### src/rtl/scene_switch_ctl_pkg.sv
// Shared widths, scene ids and hit-test helpers for the scene controller slice.
package scene_switch_ctl_pkg;

  localparam int RGB_W         = 12;
  localparam int POS_W         = 12;
  localparam int SCENE_MENU    = 0;
  localparam int SCENE_GAME    = 1;
  localparam int SCENE_CREDITS = 2;

  typedef enum logic {
    ST_IDLE    = 1'b0,
    ST_PENDING = 1'b1
  } ctl_state_t;

  function automatic int idx_width(input int n);
    return (n > 1) ? $clog2(n) : 1;
  endfunction

  // Inclusive span test; widened by one bit so lo+len never wraps.
  function automatic logic in_span(input logic [POS_W-1:0] pos, input int lo, input int len);
    logic [POS_W:0] lo_e;
    logic [POS_W:0] hi_e;
    logic [POS_W:0] pos_e;
    lo_e  = (POS_W+1)'(lo);
    hi_e  = (POS_W+1)'(lo + len);
    pos_e = {1'b0, pos};
    return (pos_e >= lo_e) && (pos_e <= hi_e);
  endfunction

endpackage

### src/rtl/scene_switch_ctl_if.sv
// Bundle of mouse/button/timing inputs, per-source video and selected outputs.
interface scene_switch_ctl_if
  import scene_switch_ctl_pkg::*;
#(
  parameter int N_SCENES = 3,
  parameter int N_LEVELS = 2
);
  localparam int SEL_W = idx_width(N_SCENES);
  localparam int LVL_W = idx_width(N_LEVELS);

  logic                      i_vblnk_in;
  logic [POS_W-1:0]          i_xpos;
  logic [POS_W-1:0]          i_ypos;
  logic                      i_mouse_left;
  logic                      i_button;
  logic [N_SCENES-1:0]       i_src_vsync;
  logic [N_SCENES-1:0]       i_src_hsync;
  logic [RGB_W*N_SCENES-1:0] i_src_rgb;
  logic                      o_vsync_out;
  logic                      o_hsync_out;
  logic [RGB_W-1:0]          o_rgb_out;
  logic [SEL_W-1:0]          o_scene;
  logic [LVL_W-1:0]          o_level;
  logic                      o_scene_changed;

  modport master (
    output i_vblnk_in, i_xpos, i_ypos, i_mouse_left, i_button,
           i_src_vsync, i_src_hsync, i_src_rgb,
    input  o_vsync_out, o_hsync_out, o_rgb_out, o_scene, o_level, o_scene_changed
  );

  modport slave (
    input  i_vblnk_in, i_xpos, i_ypos, i_mouse_left, i_button,
           i_src_vsync, i_src_hsync, i_src_rgb,
    output o_vsync_out, o_hsync_out, o_rgb_out, o_scene, o_level, o_scene_changed
  );

endinterface

### src/rtl/scene_switch_ctl_debounce.sv
// Board button synchroniser + debouncer: one pulse per stable press, re-armed by a stable release.
module btn_debounce #(
  parameter int DEBOUNCE_CYC = 650000
) (
  input  logic clk,
  input  logic rst,
  input  logic i_btn,
  output logic o_pulse
);

  localparam int CNT_W = $clog2(DEBOUNCE_CYC + 1);
  localparam logic [CNT_W-1:0] CNT_LAST = CNT_W'(DEBOUNCE_CYC - 1);

  logic             r_sync1;
  logic             r_sync2;
  logic             r_armed;
  logic [CNT_W-1:0] r_cnt;
  logic             r_pulse;

  // r_armed=1 waits for a stable high level, r_armed=0 for a stable low one.
  always_ff @(posedge clk) begin
    if (rst) begin
      r_sync1 <= 1'b0;
      r_sync2 <= 1'b0;
      r_armed <= 1'b1;
      r_cnt   <= '0;
      r_pulse <= 1'b0;
    end else begin
      r_sync1 <= i_btn;
      r_sync2 <= r_sync1;
      r_pulse <= 1'b0;
      if (r_sync2 != r_armed) begin
        r_cnt <= '0;
      end else if (r_cnt == CNT_LAST) begin
        r_cnt   <= '0;
        r_armed <= ~r_armed;
        r_pulse <= r_armed;
      end else begin
        r_cnt <= r_cnt + CNT_W'(1);
      end
    end
  end

  assign o_pulse = r_pulse;

endmodule

### src/rtl/scene_switch_ctl.sv
// Scene selector for the VGA pipeline: menu hit-testing, back button, vblank-aligned commit,
// difficulty level and the registered video source mux.
module scene_switch_ctl
  import scene_switch_ctl_pkg::*;
#(
  parameter int N_SCENES     = 3,
  parameter int N_LEVELS     = 2,
  parameter int BTN_X0       = 362,
  parameter int BTN_W        = 312,
  parameter int BTN_Y0       = 46,
  parameter int BTN_H        = 100,
  parameter int BTN_PITCH    = 192,
  parameter int LVL_Y0       = 622,
  parameter int DEBOUNCE_CYC = 650000
) (
  input logic                clk,
  input logic                rst,
  scene_switch_ctl_if.slave  bus
);

  localparam int SEL_W = idx_width(N_SCENES);
  localparam int LVL_W = idx_width(N_LEVELS);
  localparam logic [SEL_W-1:0] SEL_MENU = SEL_W'(SCENE_MENU);
  localparam logic [LVL_W-1:0] LVL_LAST = LVL_W'(N_LEVELS - 1);

  ctl_state_t       r_state;
  logic [SEL_W-1:0] r_scene;
  logic [SEL_W-1:0] r_pend_scene;
  logic [LVL_W-1:0] r_level;
  logic             r_scene_changed;
  logic             r_vblnk_q;
  logic             r_mouse_q;
  logic             r_vsync;
  logic             r_hsync;
  logic [RGB_W-1:0] r_rgb;

  logic             w_back;
  logic             w_click;
  logic             w_vblnk_rise;
  logic             w_x_in;
  logic             w_scene_hit;
  logic [SEL_W-1:0] w_hit_scene;
  logic             w_lvl_hit;
  logic [SEL_W-1:0] w_sel;

  btn_debounce #(
    .DEBOUNCE_CYC (DEBOUNCE_CYC)
  ) u_debounce (
    .clk     (clk),
    .rst     (rst),
    .i_btn   (bus.i_button),
    .o_pulse (w_back)
  );

  assign w_click      = bus.i_mouse_left & ~r_mouse_q;
  assign w_vblnk_rise = bus.i_vblnk_in & ~r_vblnk_q;

  // Button column hit test; scene buttons never overlap, the first match wins anyway.
  always_comb begin
    w_x_in      = in_span(bus.i_xpos, BTN_X0, BTN_W);
    w_lvl_hit   = w_x_in & in_span(bus.i_ypos, LVL_Y0, BTN_H);
    w_scene_hit = 1'b0;
    w_hit_scene = SEL_MENU;
    for (int i = 0; i < N_SCENES - 1; i++) begin
      if (w_x_in && !w_scene_hit && in_span(bus.i_ypos, BTN_Y0 + i * BTN_PITCH, BTN_H)) begin
        w_scene_hit = 1'b1;
        w_hit_scene = SEL_W'(i + 1);
      end else begin
        w_hit_scene = w_hit_scene;
      end
    end
  end

  // Out-of-range scene index falls back to source 0.
  always_comb begin
    if (int'(r_scene) < N_SCENES) begin
      w_sel = r_scene;
    end else begin
      w_sel = SEL_MENU;
    end
  end

  // Request/commit FSM with scene, level and change pulse.
  always_ff @(posedge clk) begin
    if (rst) begin
      r_state         <= ST_IDLE;
      r_scene         <= SEL_MENU;
      r_pend_scene    <= SEL_MENU;
      r_level         <= '0;
      r_scene_changed <= 1'b0;
      r_vblnk_q       <= 1'b0;
      r_mouse_q       <= 1'b0;
    end else begin
      r_vblnk_q       <= bus.i_vblnk_in;
      r_mouse_q       <= bus.i_mouse_left;
      r_scene_changed <= 1'b0;
      case (r_state)
        ST_IDLE: begin
          if (r_scene == SEL_MENU) begin
            if (w_click && w_scene_hit) begin
              r_pend_scene <= w_hit_scene;
              r_state      <= ST_PENDING;
            end else if (w_click && w_lvl_hit) begin
              r_level <= (r_level == LVL_LAST) ? LVL_W'(0) : r_level + LVL_W'(1);
            end else begin
              r_state <= ST_IDLE;
            end
          end else if (w_back) begin
            r_pend_scene <= SEL_MENU;
            r_state      <= ST_PENDING;
          end else begin
            r_state <= ST_IDLE;
          end
        end
        ST_PENDING: begin
          if (w_vblnk_rise) begin
            r_scene         <= r_pend_scene;
            r_scene_changed <= 1'b1;
            r_state         <= ST_IDLE;
          end else begin
            r_state <= ST_PENDING;
          end
        end
        default: begin
          r_state <= ST_IDLE;
        end
      endcase
    end
  end

  // Registered source mux; follows r_scene one cycle later.
  always_ff @(posedge clk) begin
    if (rst) begin
      r_vsync <= 1'b0;
      r_hsync <= 1'b0;
      r_rgb   <= '0;
    end else begin
      r_vsync <= bus.i_src_vsync[w_sel];
      r_hsync <= bus.i_src_hsync[w_sel];
      r_rgb   <= bus.i_src_rgb[int'(w_sel) * RGB_W +: RGB_W];
    end
  end

  assign bus.o_vsync_out     = r_vsync;
  assign bus.o_hsync_out     = r_hsync;
  assign bus.o_rgb_out       = r_rgb;
  assign bus.o_scene         = r_scene;
  assign bus.o_level         = r_level;
  assign bus.o_scene_changed = r_scene_changed;

endmodule

### src/flat_wrapper.sv
// flat-port wrapper written by rule: the top's interface ports become plain ports
module scene_switch_ctl_flat import scene_switch_ctl_pkg::*;
#(
  parameter int N_SCENES     = 3,
  parameter int N_LEVELS     = 2,
  parameter int BTN_X0       = 362,
  parameter int BTN_W        = 312,
  parameter int BTN_Y0       = 46,
  parameter int BTN_H        = 100,
  parameter int BTN_PITCH    = 192,
  parameter int LVL_Y0       = 622,
  parameter int DEBOUNCE_CYC = 650000
)
  (clk, rst, bus_i_vblnk_in, bus_i_xpos, bus_i_ypos, bus_i_mouse_left, bus_i_button, bus_i_src_vsync, bus_i_src_hsync, bus_i_src_rgb, bus_o_vsync_out, bus_o_hsync_out, bus_o_rgb_out, bus_o_scene, bus_o_level, bus_o_scene_changed);
  scene_switch_ctl_if #(.N_SCENES(N_SCENES), .N_LEVELS(N_LEVELS)) bus_i ();
  input logic clk;
  input logic rst;
  input wire logic [$bits(bus_i.i_vblnk_in)-1:0] bus_i_vblnk_in;
  input wire logic [$bits(bus_i.i_xpos)-1:0] bus_i_xpos;
  input wire logic [$bits(bus_i.i_ypos)-1:0] bus_i_ypos;
  input wire logic [$bits(bus_i.i_mouse_left)-1:0] bus_i_mouse_left;
  input wire logic [$bits(bus_i.i_button)-1:0] bus_i_button;
  input wire logic [$bits(bus_i.i_src_vsync)-1:0] bus_i_src_vsync;
  input wire logic [$bits(bus_i.i_src_hsync)-1:0] bus_i_src_hsync;
  input wire logic [$bits(bus_i.i_src_rgb)-1:0] bus_i_src_rgb;
  output wire logic [$bits(bus_i.o_vsync_out)-1:0] bus_o_vsync_out;
  output wire logic [$bits(bus_i.o_hsync_out)-1:0] bus_o_hsync_out;
  output wire logic [$bits(bus_i.o_rgb_out)-1:0] bus_o_rgb_out;
  output wire logic [$bits(bus_i.o_scene)-1:0] bus_o_scene;
  output wire logic [$bits(bus_i.o_level)-1:0] bus_o_level;
  output wire logic [$bits(bus_i.o_scene_changed)-1:0] bus_o_scene_changed;
  assign bus_i.i_vblnk_in = bus_i_vblnk_in;
  assign bus_i.i_xpos = bus_i_xpos;
  assign bus_i.i_ypos = bus_i_ypos;
  assign bus_i.i_mouse_left = bus_i_mouse_left;
  assign bus_i.i_button = bus_i_button;
  assign bus_i.i_src_vsync = bus_i_src_vsync;
  assign bus_i.i_src_hsync = bus_i_src_hsync;
  assign bus_i.i_src_rgb = bus_i_src_rgb;
  assign bus_o_vsync_out = bus_i.o_vsync_out;
  assign bus_o_hsync_out = bus_i.o_hsync_out;
  assign bus_o_rgb_out = bus_i.o_rgb_out;
  assign bus_o_scene = bus_i.o_scene;
  assign bus_o_level = bus_i.o_level;
  assign bus_o_scene_changed = bus_i.o_scene_changed;
  scene_switch_ctl #(.N_SCENES(N_SCENES), .N_LEVELS(N_LEVELS), .BTN_X0(BTN_X0), .BTN_W(BTN_W), .BTN_Y0(BTN_Y0), .BTN_H(BTN_H), .BTN_PITCH(BTN_PITCH), .LVL_Y0(LVL_Y0), .DEBOUNCE_CYC(DEBOUNCE_CYC)) u_core (.clk(clk), .rst(rst), .bus(bus_i));
endmodule
### config.mk
export PLATFORM = sky130hd
export DESIGN_NAME = scene_switch_ctl_flat
export DESIGN_NICKNAME = d
export VERILOG_FILES = /design/src/rtl/scene_switch_ctl_pkg.sv /design/src/rtl/scene_switch_ctl_if.sv /design/src/rtl/scene_switch_ctl_debounce.sv /design/src/rtl/scene_switch_ctl.sv /design/src/flat_wrapper.sv
export SDC_FILE = /design/constraint.sdc
export NUM_CORES = 1
export LEC_CHECK = 0
export BUFFER_PORTS_ARGS = -buffer_cell sky130_fd_sc_hd__buf_2
export CAP_MARGIN = 10
export CELL_PAD_IN_SITES_DETAIL_PLACEMENT = 0
export CELL_PAD_IN_SITES_GLOBAL_PLACEMENT = 1
export CORE_AREA = 3 3 91 93
export CTS_CLUSTER_DIAMETER = 120
export DETAILED_ROUTE_END_ITERATION = 10
export DIE_AREA = 0 0 94 96
export GPL_TIMING_DRIVEN = 0
export PLACE_DENSITY_LB_ADDON = 0.1
export SETUP_SLACK_MARGIN = 0.3
export SLEW_MARGIN = 20
export SYNTH_ARGS = -nofsm -noshare
export SYNTH_HDL_FRONTEND = slang
export SYNTH_SLANG_ARGS = --single-unit
### constraint.sdc
create_clock -name clk -period 1.8 [get_ports clk]
set_clock_uncertainty 0.1 [all_clocks]
set_input_delay 0.36 -clock clk [delete_from_list [all_inputs] [get_ports clk]]
set_output_delay 0.36 -clock clk [all_outputs]
set_load 0.005 [all_outputs]
==> results.md <==
Yosys:
- Counting distinct cell types in the post-synthesis netlist gives around 50.
- The total number of yosys warnings is 0.
- The most used flip-flop cell after synthesis is sky130_fd_sc_hd__dfxtp_1.
- The main combinational cell family by area after synthesis is simple AND/OR/NAND/NOR gates.
- The net count after synthesis is between 300 and 400.
- Of the post-synthesis cell area, the dominant cell type holds 0.384.
- The largest total area in the synthesized netlist belongs to sky130_fd_sc_hd__dfxtp_1.
- In the synthesized netlist the async set-or-reset flop fraction comes to 0.
- By area the synthesized netlist is led by sky130_fd_sc_hd__dfxtp_1, sky130_fd_sc_hd__a211oi_1, sky130_fd_sc_hd__mux2i_1.
- After synthesis, the share of cell area in mux cells is 0.0695.
- By count the netlist is led by sky130_fd_sc_hd__dfxtp_1, sky130_fd_sc_hd__a211oi_1, sky130_fd_sc_hd__nor2_1.
- The sequential share of the synthesized area is 0.384.
- Counting flops with a built-in enable in the synthesized netlist gives 0.
- The number of storage elements in the synthesis netlist is 47.
- The gate count after technology mapping is 264.
- Of the total synthesized cell area, the portion taken by AND, OR, NAND and NOR gates is 0.283.
- The compound-gate portion of the synthesized area is 0.155.
- In the post-synthesis netlist, the cell with the most instances is sky130_fd_sc_hd__dfxtp_1.
- A synthesized cell averages 9.27 µm².
- Of the total synthesized cell area, the portion taken by XOR and XNOR cells is 0.0644.
- Of the total synthesized cell area, the portion taken by full adders, half adders and majority gates is 0.00511.
- The area of the mapped netlist is 0.00245 mm².

Layout:
- The number of antenna diodes is 0.
- After the last flow step, the layout net total stands at about 440.
- The share of post-route cells with drive strength above 1 is 0.415.
- Leaving out filler cells and counting taps, the final layout contains ~470.
- The area growth from synthesis to final layout is 39.3%.
- Once layout is complete, the utilization of the core stands at 0.448.
- Summing all non-filler instances in the final layout gives an area of between 0.003 and 0.004 mm².

Worst setup path:
- The type of destination of the critical path is a register.
- The top cell family by delay on the critical path is simple AND/OR/NAND/NOR gates.
- The worst register-to-register path has a setup slack of ~170 ps.
- The critical path in this run is classified as reg2reg.
- Along the worst path, the maximum fanout reaches 4.
- At the worst endpoint, the arrival time is ~1700 ps.
- The worst setup path is launched from a register.
- The largest single stage delay on the critical path is 360 ps.
- The startpoint identified for the worst register-to-register timing path is u_core.u_debounce.r_cnt[1]$_SDFF_PP0_.
- Walking the worst path, the cells encountered are ha_4 -> nand3_4 -> nor4b_4 -> nand4_4 -> nand2_8 -> clkbuf_16 -> nor2_1.
- The buffers plus inverters on the worst setup path is 1.
- At the worst endpoint, the required time is between 1500 and 2000 ps.
- The largest individual stage delay along the critical path comes from the cell sky130_fd_sc_hd__dfxtp_2.
- The critical path starts at u_core.u_debounce.r_cnt[1]$_SDFF_PP0_.

Die:
- The full die area is ~0.0090 mm².
- The core outline area is roughly 0.0076 mm².
- The die outline width is between 90 and 100 µm.
- The count of pins on the block boundary is approximately 90.
- The die is ~96 µm tall.
- The number of standard-cell rows in the floorplan is 32.
- The initial utilization of the core area, before any placement, comes to 0.322.

Power and ir drop:
- The share of total power dissipated in sequential elements is 0.517.
- The net switching power is between 0.4 and 0.5 mW.
- The worst-case vdd ir drop is between 0.2 and 0.3 mV.
- Summing internal, switching and leakage power gives a little over 2 mW.
- Of the total power, the share spent switching nets is 0.228.
- Of the total power, combinational logic draws 0.114.
- Power spread over the standard cell area amounts to roughly 610 mW/mm².
- Summed over all cells, the static leakage comes to approximately 1.3 nW.
- The internal power summed over all cells is 1.59 mW.
- The clock network power share is 0.369.

Placement:
- After detailed placement, the design holds a cell count of approximately 450.
- The HPWL reported at the end of detailed placement is ~4800 µm.
- The instance area at placement is 0.00303 mm².
- Timing analysis after detailed placement gives a worst setup slack of -32.4 ps.
- Routability-driven placement finished with a final weighted congestion of between 0.7 and 0.8.
- The count of buffers from port buffering is just under 90.

Route:
- The post-route antenna net violation count is 0.
- After detailed routing, the number of vias per cell comes to 4.73.
- The first detailed-routing pass took 4 iterations.
- In the final routed layout, each cell accounts on average for approximately 14 µm.
- The DRC marker count from the first detailed-route iteration is 24.
- For this block, the routed nets add up to ~6500 µm of wire.
- After detailed routing, the number of remaining DRC violations is 0.
- The overall via count from detail_route is around 2200.

Global route:
- The total routing resource utilization after global routing is 0.144.
- The remaining global-route overflow is 0.
- The number of global-route vias before repair is ~2200.
- The first global-routing pass estimated 10200 µm of wire.
- The initial antenna violation count came to 0.
- The maximum number of pins on one net before global-route repair is 14.

STA:
- The measured slew at the worst slew-check pin is approximately 510 ps.
- Of the available clock period, the critical path in the final layout requires 0.908.
- The final count of hold timing violations is 0.
- The max-slew violation total from the final report was 0.
- Setup violations remaining at the end of the flow were counted as 0.
- The worst-case setup margin in the final layout is 166 ps.
- The worst hold slack is ~180 ps.
- Setup total negative slack on the finished layout was measured at 0 ps.
- The normalized max-slew margin is 0.660.
- Setup repair after global routing could not meet its margin everywhere.
- For this run, the top clock speed supported by timing is between 600 and 700 MHz.
- The post-route minimum period is approximately 1600 ps.

CTS:
- The later pin in the worst-skew pair is clocked with a latency of approximately 300 ps.
- The maximum level of the CTS H-tree is 2.
- CTS placed an instance of sky130_fd_sc_hd__clkbuf_8 at the clock tree root.
- The clock drives 47 sinks.
- TritonCTS built the clock tree.
- For this design, the CTS-stage hold fixing added 0 buffers.
- The number of buffers created by CTS is 5.
- Counting along the longest clock path gives a buffer depth of 2.
- The post-CTS clock slew at the launch and capture registers of the worst setup and hold paths is roughly 90 ps.

Min path:
- The class of the tightest hold or removal check is in2reg.
- The source of the worst hold timing path is bus_i_button.

Job:
- Max-cap violations in this run came to 0.

Run status:
- The flow ran to the end, and the final reports show no timing, DRC or antenna violations.
-- cell families (layout without fill, tap and decap cells) --
| logic type | Yosys count | in the layout |
|---|---|---|
| and+or+nand+nor | 111 | 111 |
| AOI/OAI and AO/OA | 51 | 51 |
| DFF | 47 | 47 |
| buffers and inverters | 19 | 126 |
| xor gates and xnor gates | 18 | 18 |
| muxes | 17 | 17 |
| adders and majority gates | 1 | 1 |
-- power by group through the flow --
stage,combinational [mW],clock [mW],sequential [mW]
floorplan,0.0916,0,1.09
global placement,0.216,0,1.09
detailed placement,0.218,0,1.09
CTS,0.227,0.787,1.07
global route,0.263,0.822,1.07
finish,0.236,0.762,1.07
-- routing by layer --
layer / track usage / wire length (µm) / up-vias
li1: - / - / 1163
met1: 0.169 / 2670 / 1028
met2: 0.250 / 3340 / 44
met3: 0.0508 / 383 / 4
met4: 0.0373 / 52 / 0
met5: 0 / 0 / -
-- state kept, by name, indices dropped and copies added, names as in the netlist, 2 cells and up --
name,flops
u_core.bus.o_rgb_out,12
u_core.r_pend_scene,2
u_core.bus.o_scene,2
u_core.u_debounce.r_cnt,20
-- worst paths after layout --
path / depth (start not counted) / endpoint
worst max-delay path: 7 / u_core.u_debounce.r_cnt[5]$_SDFF_PP0_
worst max register to register: 7 / u_core.u_debounce.r_cnt[5]$_SDFF_PP0_
worst min register to register: 1 / u_core.u_debounce.r_sync2$_SDFF_PP0_
worst min-delay path: 2 / u_core.u_debounce.r_sync1$_SDFF_PP0_
-- cell usage in the layout (no fill, tap or decap), types with 3 or more instances in the layout --
cell                       count
sky130_fd_sc_hd__buf_2        87
sky130_fd_sc_hd__dfxtp_1      39
sky130_fd_sc_hd__a211oi_1     30
sky130_fd_sc_hd__nor2_1       26
sky130_fd_sc_hd__nor2b_1      20
sky130_fd_sc_hd__mux2i_1      17
sky130_fd_sc_hd__nand2_1      16
sky130_fd_sc_hd__buf_4        14
sky130_fd_sc_hd__xor2_1        9
sky130_fd_sc_hd__inv_1         7
sky130_fd_sc_hd__xnor2_1       7
sky130_fd_sc_hd__dfxtp_2       7
sky130_fd_sc_hd__nand3_1       6
sky130_fd_sc_hd__nor3_1        5
sky130_fd_sc_hd__clkbuf_8      5
sky130_fd_sc_hd__nand2b_1      4
sky130_fd_sc_hd__nand4_1       4
sky130_fd_sc_hd__clkbuf_1      3
sky130_fd_sc_hd__o21ai_0       3
sky130_fd_sc_hd__nor4_4        3
sky130_fd_sc_hd__and4_1        3
sky130_fd_sc_hd__nor2_2        3
sky130_fd_sc_hd__clkbuf_2      3
-- layout make-up --
| cell class | count | area, µm² |
|---|---|---|
| Fill cell | 760 | 4200 |
| Multi-Input combinational cell | 198 | 1550 |
| Sequential cell | 47 | 953 |
| Timing Repair Buffer | 100 | 563 |
| Tap cell | 102 | 128 |
| Buffer | 12 | 91.3 |
| Clock buffer | 6 | 72.6 |
| Clock inverter | 1 | 30.0 |
| Inverter | 7 | 26.3 |
-- what timing repair did --
item,in CTS,in global routing
endpoints found under the setup margin,41,32
resized for setup,16,22
setup buffers,7,5
pin swaps,6,8
gates cloned,0,1
(Power assumes the default switching activity.)
